$ cat config.mk
export PLATFORM = sky130hd
export DESIGN_NAME = mem_arbiter
export DESIGN_NICKNAME = d
export VERILOG_FILES = /design/src/rtl/mem_arbiter.sv
export SDC_FILE = /design/constraint.sdc
export NUM_CORES = 1
export LEC_CHECK = 0
export CAP_MARGIN = 20
export CORE_AREA = 4 4 103 105
export DETAILED_ROUTE_END_ITERATION = 10
export DIE_AREA = 0 0 107 109
export GPL_TIMING_DRIVEN = 0
export PLACE_DENSITY_LB_ADDON = 0.08
export SKIP_LAST_GASP = 1
export SYNTH_ARGS = -nofsm -noshare
export SYNTH_HDL_FRONTEND = slang
export SYNTH_SLANG_ARGS = --single-unit
$ cat constraint.sdc
create_clock -name CLK -period 2.4 [get_ports CLK]
set_clock_uncertainty 0.2 [all_clocks]
set_input_delay 0.24 -clock CLK [delete_from_list [all_inputs] [get_ports CLK]]
set_output_delay 0.24 -clock CLK [all_outputs]
set_load 0.005 [all_outputs]
$ cat src/rtl/mem_arbiter.sv
// Shares one RAM port between fetch and data requesters; data first, strict alternation when both wait.
// Latency >= 2 cycles (grant cycle then ram_ready); requesters stall on iwait/dwait until served or timed out.
module mem_arbiter #(
  parameter int ADDR_W = 32,
  parameter int DATA_W = 32,
  parameter int MAX_WAIT = 15,
  parameter logic [DATA_W-1:0] ERR_WORD = DATA_W'(32'hBAD1BAD1)
) (
  input  logic              CLK,
  input  logic              RST,
  input  logic              iREN,
  input  logic [ADDR_W-1:0] iaddr,
  output logic [DATA_W-1:0] iload,
  output logic              iwait,
  input  logic              dREN,
  input  logic              dWEN,
  input  logic [ADDR_W-1:0] daddr,
  input  logic [DATA_W-1:0] dstore,
  output logic [DATA_W-1:0] dload,
  output logic              dwait,
  output logic              ram_REN,
  output logic              ram_WEN,
  output logic [ADDR_W-1:0] ram_addr,
  output logic [DATA_W-1:0] ram_store,
  input  logic [DATA_W-1:0] ram_load,
  input  logic              ram_ready,
  output logic              bus_err
);

  localparam int CW = $clog2(MAX_WAIT + 1);
  localparam logic [CW-1:0] CNT_LAST = CW'(MAX_WAIT - 1);
  localparam logic [CW-1:0] CNT_MAX  = CW'(MAX_WAIT);

  localparam logic [1:0] IDLE  = 2'd0;
  localparam logic [1:0] DATA  = 2'd1;
  localparam logic [1:0] INSTR = 2'd2;

  logic [1:0]    state;
  logic [1:0]    nextState;
  logic [CW-1:0] cnt;
  logic          dReq;
  logic          inData;
  logic          inInstr;
  logic          active;
  logic          timeout;
  logic          done;

  assign dReq = dREN | dWEN;

  // Reset gates the service view so an access aborted by RST never reports completion.
  assign inData  = (state == DATA)  & ~RST;
  assign inInstr = (state == INSTR) & ~RST;

  // A withdrawn request (flush) is no longer active, so a late ram_ready is ignored.
  assign active  = inData ? dReq : (inInstr ? iREN : 1'b0);
  assign timeout = active & ~ram_ready & (cnt == CNT_LAST);
  assign done    = active & (ram_ready | timeout);

  always_comb begin
    ram_REN   = 1'b0;
    ram_WEN   = 1'b0;
    ram_addr  = '0;
    ram_store = '0;
    iload     = '0;
    dload     = '0;
    iwait     = iREN;
    dwait     = dReq;
    if (inData) begin
      ram_addr  = daddr;
      ram_store = dstore;
      ram_WEN   = dWEN;
      ram_REN   = dREN & ~dWEN;
      if (done) begin
        dwait = 1'b0;
        dload = timeout ? ERR_WORD : ram_load;
      end
    end else if (inInstr) begin
      ram_addr = iaddr;
      ram_REN  = 1'b1;
      if (done) begin
        iwait = 1'b0;
        iload = timeout ? ERR_WORD : ram_load;
      end
    end
  end

  always_comb begin
    nextState = state;
    case (state)
      IDLE: begin
        if (dReq)      nextState = DATA;
        else if (iREN) nextState = INSTR;
      end
      DATA: begin
        if (!dReq || timeout) nextState = IDLE;
        else if (ram_ready)   nextState = iREN ? INSTR : IDLE;
      end
      INSTR: begin
        if (!iREN || timeout) nextState = IDLE;
        else if (ram_ready)   nextState = dReq ? DATA : IDLE;
      end
      default: nextState = IDLE;
    endcase
  end

  always_ff @(posedge CLK) begin
    if (RST) begin
      state   <= IDLE;
      cnt     <= '0;
      bus_err <= 1'b0;
    end else begin
      state <= nextState;
      if (nextState != state)
        cnt <= '0;
      else if (active && !ram_ready && cnt != CNT_MAX)
        cnt <= cnt + CW'(1);
      if (timeout)
        bus_err <= 1'b1;
    end
  end

endmodule

==> results summary, run 1 <==
The wire length per cell is approximately 17 um. In this run, synthesis inferred 0 flip-flops with an integrated enable. The number of violations reported at the end of detailed-routing iteration 0 came out at 76. The net count of the finished layout is 658. The tightest min-delay check is of the flop to flop type. The overflow left after global routing is 0. The total vias in the final route came out at between 2k and 3k. The mapped cell area came out at between 0.0015 and 0.002 mm^2.

The number of hold buffers added after CTS was 0. Setup repair after global routing could not meet its margin everywhere. The top cell type's share of synthesized area came out at 0.242. The number of nets handed over by synthesis was 344. The critical path required time came out at 1.96 ns. The number of filler cells placed in the layout is 985.

The fraction of final layout cells sized beyond drive strength 1 came out at 0.205. In this run the remaining antenna-violating nets after routing total 0. The kind of start point of the critical path is a flop. The worst-case clock buffer depth is 2. After synthesis the netlist holds a flip-flop and latch count of 7. In this run the clock root is driven by a clkbuf_8. The worst setup path is of the flop to output port kind.

The final hold slack is 0.274 ns. The number of antenna violations at the first check in global routing came out at 2. The via count of the first global-routing pass came out at 2,721. The maximum vdd ir drop is ~0.00019 V. The final weighted congestion in routability-driven placement is 0.766. The pre-CTS setup slack is -1.10 ns. TritonCTS built the clock tree. The synthesized area per cell came out at 7.45 um^2. The H-tree depth reported by CTS came out at 1. The area of combinational cells with multiple inputs came out at about 0.0014 mm^2. Setup violations remaining at the end of the flow were counted as 0.

STA classifies the critical path endpoint as an output port. Along the worst path, the maximum fanout reaches 4. The hold violation total from the final report is 0. The run finished with clean final reports. The number of top-level design ports is roughly 270.

The clock latency of the later-clocked register in the worst-skew pair came out at 0.22 ns. In the layout the commonest cells are clkdlybuf4s50_1 (176), and2_1 (60), dlygate4sd2_1 (42). For this configuration, the core starts out at a cell density of 0.161. Counting I/O delays and the setup requirement, the final critical path takes around 2.4 ns. The number of warning messages in the yosys log is 0. The synthesis-to-finish area growth came out at 218%.

The share of synthesized registers carrying an async set or reset came out at 0. The worst setup slack after layout came out at between 0.006 and 0.007 ns. After synthesis, the cell types taking the most area are and2_1 (24%), a22o_1 (18%), o21a_1 (17%). The residual DRC count is 0. The top achievable clock speed came out at 418 MHz.

The core footprint came out at around 0.0096 mm^2. The number of maximum-capacitance violations is 0. The total die area is 0.0117 mm^2. The iteration count of the initial detailed-routing pass is 4. Summed over all layers, the routed wires come to roughly 11,000 um.

The total half-perimeter wirelength after legalization and detailed placement came out at 9160 um. After detailed routing, the number of vias per cell comes to 4.24. Counting every instance in the synthesized netlist gives 208.

Leaving out fill and tap cells, the most frequent cell in the layout is clkdlybuf4s50_1. The first-pass GRT wire length came out at 15,900 um. The aggregate global-route resource usage came out at 0.174. The number of placement rows is 36. The y dimension of the die came out at 109 um. The CTS buffer count is 3. In the synthesized netlist the dominant register cell turns out to be dfxtp_1.

The register-to-register setup slack came out at ~0.15 ns. The setup TNS came out at 0 ns. The worst pin sits at a relative slew slack of 0.717.

The largest area contributor in the netlist is and2_1. In the finished design, the share of the clock period the worst path needs comes to 0.997. In this run the static leakage power is approximately 0.0025 uW.

The clock net in this run drives a total of 7 sinks. The arrival time of data at the critical path endpoint came out at 1.95 ns. The ratio of total power to cell area is 161 mW/mm^2. The maximum number of pins on one net before global-route repair came out at 11.

The clock-pin slew of the registers on the worst-case setup and hold paths came out at 0.04 ns. The measured slew at the worst slew-check pin came out at 0.419 ns. Registers take 153 um^2. The sequential area share after synthesis is 0.0905.

The die width is 107 um. The number of buffer cells added on primary ports came out at 265. The number of max-slew violations in the final report is 0.

The number of different library cells in the post-synthesis netlist is 38.
[cells in the mapped netlist, types with 2 or more instances]
cell / number
buf_1: 2
nand3_1: 2
and2_1: 60
inv_1: 2
ha_1: 2
a22o_1: 32
clkbuf_1: 15
a21oi_1: 5
dfxtp_1: 7
o21a_1: 36
buf_2: 2
and3_1: 4
a21boi_0: 2
nand2_1: 5
nor2_1: 8
nor4b_4: 2
[cell families after synthesis]
group	Yosys count	synth area share
compound gates	83	0.432
xor+xnor	1	0.00566
fa+ha+maj	2	0.0162
buf+inv	21	0.0525
flops	7	0.0905
mux	1	0.00646
simple gates	93	0.397
[through the flow]
step	utilization	cell area, um^2	total power, uW	std cells
global placement	0.453	4370	591	606
finish	0.511	4920	790	656
global route	0.510	4920	839	654
CTS	0.498	4800	792	643
floorplan	-	1550	238	208
detailed placement	0.453	4370	595	606
[report_power, final]
part / leakage [uW] / switching, uW / total (uW) / internal (uW)
combinational: 0.00237 / 155 / 505 / 350
clock: 0.0000228 / 48.6 / 163 / 115
sequential: 0.0000594 / 4.38 / 122 / 118
total: 0.00245 / 208 / 790 / 582
[cell type report]
cell class	count	area share
antenna	2	0.00102
buffer	19	0.0463
clock buffer	4	0.00915
inverter	2	0.00152
multi-input combinational	180	0.287
sequential	7	0.0310
tap	133	0.0338
timing repair buffer	309	0.590
[state kept, by name, summed over array words and instances (netlist names)]
register  count
bus_err       1
state         2
cnt           4
[final timing paths]
path	start	end	cells past startpoint
worst max-delay path	cnt[0]$_SDFFE_PP0P_	dload[23]	11
worst min-delay path	bus_err$_SDFFE_PP0P_	bus_err$_SDFFE_PP0P_	2
worst max register to register	state[1]$_SDFF_PP0_	cnt[3]$_SDFFE_PP0P_	7
worst min register to register	bus_err$_SDFFE_PP0P_	bus_err$_SDFFE_PP0P_	2
[metal layers]
metal  GRT usage  up-vias  share of wire
met1       0.187     1248           0.36
met3      0.0580        8          0.091
met4     0.00548        0         0.0092
li1            -     1389              -
met5           0        -              0
met2       0.347      135           0.54
[worst max-delay path, stage by stage, from the launching register on]
cell and delay (ns):
dfxtp_2 0.32, inv_2 0.07, ha_4 0.14, a31oi_4 0.12, nor4_4 0.32, buf_4 0.17, buf_4 0.11, buf_8 0.10
buf_6 0.09, buf_4 0.09, o21a_1 0.10, buf_2 0.10
[repair_timing]
item,4_1_cts,5_1_grt
resized for setup,138,93
pin swaps,9,4
gates cloned,2,0
endpoints found under the setup margin,132,90
setup buffers,31,12
No activity file was read; power rests on OpenSTA's default activity.
==> run 2, diff against run 1 <==
--- a/config.mk
+++ b/config.mk
@@ -9,7 +9,6 @@
 export CORE_AREA = 4 4 103 105
 export DETAILED_ROUTE_END_ITERATION = 10
 export DIE_AREA = 0 0 107 109
-export GPL_TIMING_DRIVEN = 0
 export PLACE_DENSITY_LB_ADDON = 0.08
 export SKIP_LAST_GASP = 1
 export SYNTH_ARGS = -nofsm -noshare
==> run 2 against run 1 <==
- clock power about the same
- cell count down 0.15%
- sequential power about the same
- the run now ends with negative setup slack left
- die area unchanged
- non-clock buffer count unchanged
- critical path depth down 3
- core utilization up 2.0 points
- largest power group unchanged
- cell area up 4.0%
- highest routed layer unchanged
- critical endpoint is now iload[6]
- via count up 2.0%
==> results summary, run 2 (same netlist as run 1, synthesis figures left out) <==
The worst setup path is captured at an output port. Counting flops per register, the top entry is cnt. The final reports fail on negative setup slack. The clock period minus final worst setup slack is 2.58 ns (+0.183 ns). The initial cell density of the core is 0.161 (unchanged). The leakage power of the design came to 0.00265 uW (+8.3%). The tree is rooted in a clkbuf_8. The quantity of hold-fixing buffers added after cts is 0 (unchanged). The clock sink total came to 7 (unchanged). The hold violation total from the final report is 0 (unchanged).

The y dimension of the die is 109 um (unchanged). The run finished, with violations left. The aggregate global-route resource usage is 0.175 (+0.000958).

The combinational cell fraction of total power is 0.645 (+0.006). The number of violations reported at the end of detailed-routing iteration 0 was 114 (+50%). The average via count per standard cell is 4.33 (+2.1%).

The diode insertion count for antenna repair came to 0 (-2). The maximum vdd ir drop is 0.000213 V (+12%). Setup repair after global routing could not meet its margin everywhere.

The number of top-level design ports came out at 267 (unchanged). The H-tree depth reported by CTS came out at 1 (unchanged). The total half-perimeter wirelength after legalization and detailed placement was 9100 um (-0.70%).

The worst-case reg-to-reg path depth is 7 (unchanged). The final hold slack is 0.287 ns (+0.0138 ns). The number of cells on the worst hold path came out at 2 (unchanged).

The critical path is of the flop to output port type. The iteration count of the initial detailed-routing pass is 4 (unchanged). The TritonCTS clock tree is built. In this run the critical register-to-register path is captured at cnt[3]$_SDFFE_PP0P_.

The flip-flop count of the largest register, all copies and words added is 4 (unchanged). The overall power of the completed layout came out at 805 uW (+1.8%). The register-to-register setup slack is 0.28 ns (+0.13 ns). The residual antenna-violating net count after detailed routing came out at 0 (unchanged).

The worst setup path is launched from a flop. The ratio of total power to cell area came out at 157 mW/mm^2 (-2.1%). The number of placement rows is 36 (unchanged). The final net count is 659 (+0.15%). The via count of the first global-routing pass came to 2,816 (+3.5%). The core utilization of the finished layout came out at 0.531 (+0.0204).

The final standard cell count with taps included and fillers excluded is 655 (-0.15%). The clock latency of the later-clocked register in the worst-skew pair is 0.22 ns (about the same). The number of max-slew violations in the final report is 0 (unchanged).

The reported net switching power came out at 212 uW (+1.5%). The arrival time of data at the critical path endpoint was 2.14 ns (+0.19 ns). The die width came out at 107 um (unchanged). The internal portion of total power came out at 593 uW (+2.0%).

The largest registers in the layout are cnt: 4 flops, state: 2 flops, bus_err: 1 flops. The core footprint is 0.00964 mm^2 (unchanged). The switching power as a share of total power is 0.263 (-0.000801). The measured slew at the worst slew-check pin came out at 0.370 ns (-0.0485 ns). The maximum number of pins on one net before global-route repair came out at 21 (+10).

The number of antenna violations at the first check in global routing was 0 (-2). The wire length per cell came to 17.6 um (+3.4%). The final wirelength came out at 11,500 um (+3.3%). The worst-case clock buffer depth came to 2 (unchanged). The pre-CTS setup slack is -0.367 ns (+0.728 ns). The overflow left after global routing came to 0 (unchanged). The power share of the clock group came out at 0.203 (-0.004). The residual DRC count was 0 (unchanged). The post-route clock period utilization is 1.07 (+0.0762). The post-placement cell count is 616 (+1.7%). The fraction of final layout cells sized beyond drive strength 1 is 0.174 (-0.0310). The share of total power in sequential cells came out at 0.152 (-0.002). The number of maximum-capacitance violations came out at 0 (unchanged). The CTS buffer count is 3 (unchanged). The top achievable clock speed is 388 MHz (-7.1%).

The biggest fanout along the worst timing path came out at 10 (+6). The total die area came to 0.0117 mm^2 (unchanged). The headroom to the max-slew limit came out at 0.750 (+0.0328). The most critical setup path has its endpoint at iload[6].

The synthesis-to-finish area growth is 231%. The most common cell after layout, fill and taps aside is clkdlybuf4s50_1. The total of endpoints with negative setup slack in the final report is 32 (+32). The worst setup slack after layout came out at -0.177 ns (-0.183 ns). The first-pass GRT wire length was 15,800 um (-0.30%). The tightest min-delay check is of the flop to flop type. The number of buffer cells added on primary ports is 266 (+0.38%). The clock-pin slew of the registers on the worst-case setup and hold paths came to 0.04 ns (about the same). The critical path required time is 1.96 ns (about the same). The library cells used most frequently in the layout, excluding fill and tap cells, are clkdlybuf4s50_1 (186), and2_1 (60), dlygate4sd2_1 (48). In this run the worst setup path begins at state[1]$_SDFF_PP0_.

The total vias in the final route came out at 2,835 (+2.0%). The final weighted congestion in routability-driven placement came out at 0.782 (+2.0%). The worst register-to-register path begins at state[1]$_SDFF_PP0_.
-- run 2: cell count changes in the layout (fill, tap and decap cells not counted), sizes merged, moves of 2 or more --
cell / before / now
dlymetal6s2s: 17 / 26
clkdlybuf4s50: 176 / 186
diode: 2 / 0
dlygate4sd2: 42 / 48
clkdlybuf4s15: 11 / 1
clkbuf: 29 / 9
buf: 57 / 62
-- run 2: power groups by stage --
stage / logic (uW) / clock network, uW / registers, uW
6_report: 519 / 163 / 122
5_1_grt: 554 / 180 / 122
4_1_cts: 518 / 169 / 122
3_5_place_dp: 518 / 0 / 124
3_3_place_gp: 515 / 0 / 124
2_1_floorplan: 113 / 0 / 126
-- run 2: worst min-delay path by stage --
stage / from / slack [ns] / to
4_1_cts: bus_err$_SDFFE_PP0P_ / 0.29 / bus_err$_SDFFE_PP0P_
5_1_grt: bus_err$_SDFFE_PP0P_ / 0.33 / bus_err$_SDFFE_PP0P_
3_5_place_dp: bus_err$_SDFFE_PP0P_ / 0.27 / bus_err$_SDFFE_PP0P_
6_report: bus_err$_SDFFE_PP0P_ / 0.29 / bus_err$_SDFFE_PP0P_
3_3_place_gp: bus_err$_SDFFE_PP0P_ / 0.27 / bus_err$_SDFFE_PP0P_
2_1_floorplan: iREN / 0.22 / state[1]$_SDFF_PP0_
-- run 2: through the flow --
step / instance area, um^2 / TNS (ns)
6_report: 5120 / -3.83
3_3_place_gp: 4600 / -29.07
4_1_cts: 4920 / -10.86
2_1_floorplan: 1550 / 0
3_5_place_dp: 4600 / -27.55
5_1_grt: 5120 / -8.44
-- run 2: final cells by class --
| type | count | area, um^2 |
|---|---|---|
| multi-input cells | 181 | 1410 |
| repair buffers | 328 | 3350 |
| clock buffers | 4 | 45.0 |
| well taps | 133 | 166 |
| fillers | 943 | 4520 |
| inverters | 2 | 7.51 |
| flip-flops and latches | 7 | 145 |
-- run 2: layer usage --
layer  wire (um)  track usage  up-vias  share of wire
li1            -            -     1389              -
met1        4300        0.188     1295           0.37
met2        6290        0.350      147           0.55
met3         903       0.0515        4          0.078
met4          43       0.0146        0         0.0037
met5           0            0        -              0
-- run 2: what timing repair did --
item	in CTS	in global routing
setup buffers	17	11
cloned	6	3
setup endpoints to repair	114	97
gates resized for setup	87	43
pin swaps	2	1
-- run 2: worst max-delay path: stages, from the launching register on --
cell             delay, ns
dfxtp_1               0.30
nand2b_4              0.15
a2bb2oi_4             0.15
buf_12                0.13
nor4b_4               0.23
buf_4                 0.20
buf_12                0.13
o21a_1                0.10
clkdlybuf4s50_1       0.52
==> patch, RTL diff (flow settings as in run 2) <==
Change the parameter `ADDR_W` from 32 to 36.
--- a/src/rtl/mem_arbiter.sv
+++ b/src/rtl/mem_arbiter.sv
@@ -3,3 +3,3 @@
 module mem_arbiter #(
-  parameter int ADDR_W = 32,
+  parameter int ADDR_W = 36,
   parameter int DATA_W = 32,
Ports: changed (resized daddr, iaddr and ram_addr); port bits go from 267 to 279. The function was not compared with the original's and may differ.
==> patch against run 2 <==
The flow still finishes with violations (negative setup slack). Worst hold slack worse by 0.012 ns. Clock power about the same. Routed wire length up 14%. Non-clock buffer count up 20. Synthesized area up 1.6%. First-iteration DRC count down 13%. Total power up 10%. Worst setup slack better by 0.058 ns. Sequential cell count unchanged. Combinational power up 16%. Register-to-register slack worse by 0.10 ns. Design area up 8.2%. Critical path type unchanged.
==> patch: results (changes against run 2) <==
largest net degree at the start of global routing 39 (+86%); CTS Buffer Depth 2 (unchanged); GP Congestion 0.766 (-2.0%); fin nets 690 (+4.7%); Fin Setup TNS -1.68 ns (+2.15 ns); Clock Latency Late Sink 0.22 ns (about the same); number of iterations in the first detailed-routing pass 6 (+2); ys async rst share 0% (unchanged); Clock Pin Slew Worst Setup and Hold Paths 0.04 ns (about the same); GR Util met1 22.1% (+3.3 points); share of cells above drive strength 1 21.3% (+3.9 points); via count 2932 (+3.4%); grt met2 use 36.0% (+0.99 points); worst min-delay path category flop to flop; PortBufs 278 (+4.5%); syn nets 357 (+3.8%); vias in the first global route 2790 (-0.92%); Cell Area, Placed 0.00469 mm2 (+1.8%); drt via density 4.32 (about the same); Post-synth top cells and2_1, a22o_1, o21a_1, clkbuf_1, nor2_1; worst setup margin -0.119 ns (+0.0575 ns); failing checks negative setup slack; H-tree levels 1 (unchanged); Post-synth top flop dfxtp_1; Yosys warnings 0 (unchanged); Final HPWL DP 9460 um (+4.0%); Clk Tree Root Cell clkbuf_8; GR Util met3 5.98% (+0.83 points); global-route wire length before repair 17400 um (+10%); top cells by area, synth and2_1, a22o_1, o21a_1; DRT iter0 DRCs 99 (-13%); sequential area share after synthesis 8.90% (-0.14 points); status complete, but fails checks; peak supply drop 0.323 mV (+52%); Largest regs cnt (4), state (2), bus_err (1); ant diodes 0 (unchanged); TritonCTS Buffers 3 (unchanged); slew at the pin closest to its max-slew limit 0.362 ns (-0.00811 ns); Arr. time, crit path 2.08 ns (-0.06 ns); initial antenna violation count 0 (unchanged); # setup viols final 25 (-22%); placed cell count 628 (+1.9%); crit path max fanout 17 (+7); Pleak 3.69 nW (+39%); All-Layer GR Usage 19.4% (+1.9 points); WL final 13200 um (+14%); Yosys cell types 39 (+2.6%); Syn Area/Cell 7.39 um2 (-0.77%)
==> patch: cell types whose count changed after synthesis, sizes merged <==
| cell | change |
|---|---|
| nor2b | -1 |
| a22o | +4 |
| and2b | +1 |
| buf | +1 |
==> patch: path summary, 6_finish.rpt <==
| path | from | endpoint | slack (ns) | depth (start not counted) |
|---|---|---|---|---|
| worst max register to register | state[0] | cnt[3] | 0.18 | 7 |
| worst max-delay path | cnt[0] | iload[6] | -0.12 | 7 |
| worst min-delay path | bus_err | bus_err | 0.28 | 2 |
| worst min register to register | bus_err | bus_err | 0.28 | 2 |
==> patch: cell families after synthesis <==
logic type | after synthesis | share of synthesized area, %
AND/OR/NAND/NOR | 93 | 38.2
AO/OA/AOI/OAI | 87 | 44.8
buffers and inverters | 22 | 5.41
flip-flops | 7 | 8.90
adder cells (fa/ha/maj) | 2 | 1.59
XOR/XNOR | 1 | 0.557
multiplexers | 1 | 0.636
==> patch: layout make-up <==
class                      instances  area [um2]
clock buffer                       4        45.0
tap                              133         166
inverter                           2        7.51
multi-input combinational        184        1440
timing repair buffer             348        3730
fill                             896        4100
sequential                         7         145
==> patch: through the flow <==
stage          util [%]  setup WS (ns)
3_5_place_dp       48.6         -0.340
4_1_cts            52.6         -0.221
3_3_place_gp       48.6         -0.287
5_1_grt            57.5         -0.212
2_1_floorplan         -          0.204
6_report           57.5         -0.119
==> patch: repair_timing <==
item / 4_1_cts / 5_1_grt
setup buffers: 15 / 20
resized for setup: 87 / 129
cloned: 9 / 5
endpoints found under the setup margin: 131 / 132
pin swaps: 5 / 6
hold buffers: 0 / 0
==> patch: per-layer routing <==
layer / vias up / share of wire (%)
met2: 130 / 53
met1: 1334 / 38
met4: 0 / 1.3
li1: 1454 / -
met3: 14 / 7.6
met5: - / 0
==> patch: report_power, final <==
part           internal (W)  total [W]  switching [W]  leakage, nW
logic              0.000417   0.000600       0.000183         3.61
registers          0.000119   0.000123     0.00000312       0.0578
clock network      0.000115   0.000163      0.0000481       0.0228
total              0.000651   0.000886       0.000235         3.69
==> patch: worst max-delay path, cell delays in order (launching register included) <==
cell and delay [ns]:
dfxtp_2 0.32, inv_2 0.07, ha_4 0.15, and3_4 0.19
nor4b_4 0.29, buf_12 0.19, o21a_1 0.11, clkdlybuf4s50_1 0.52
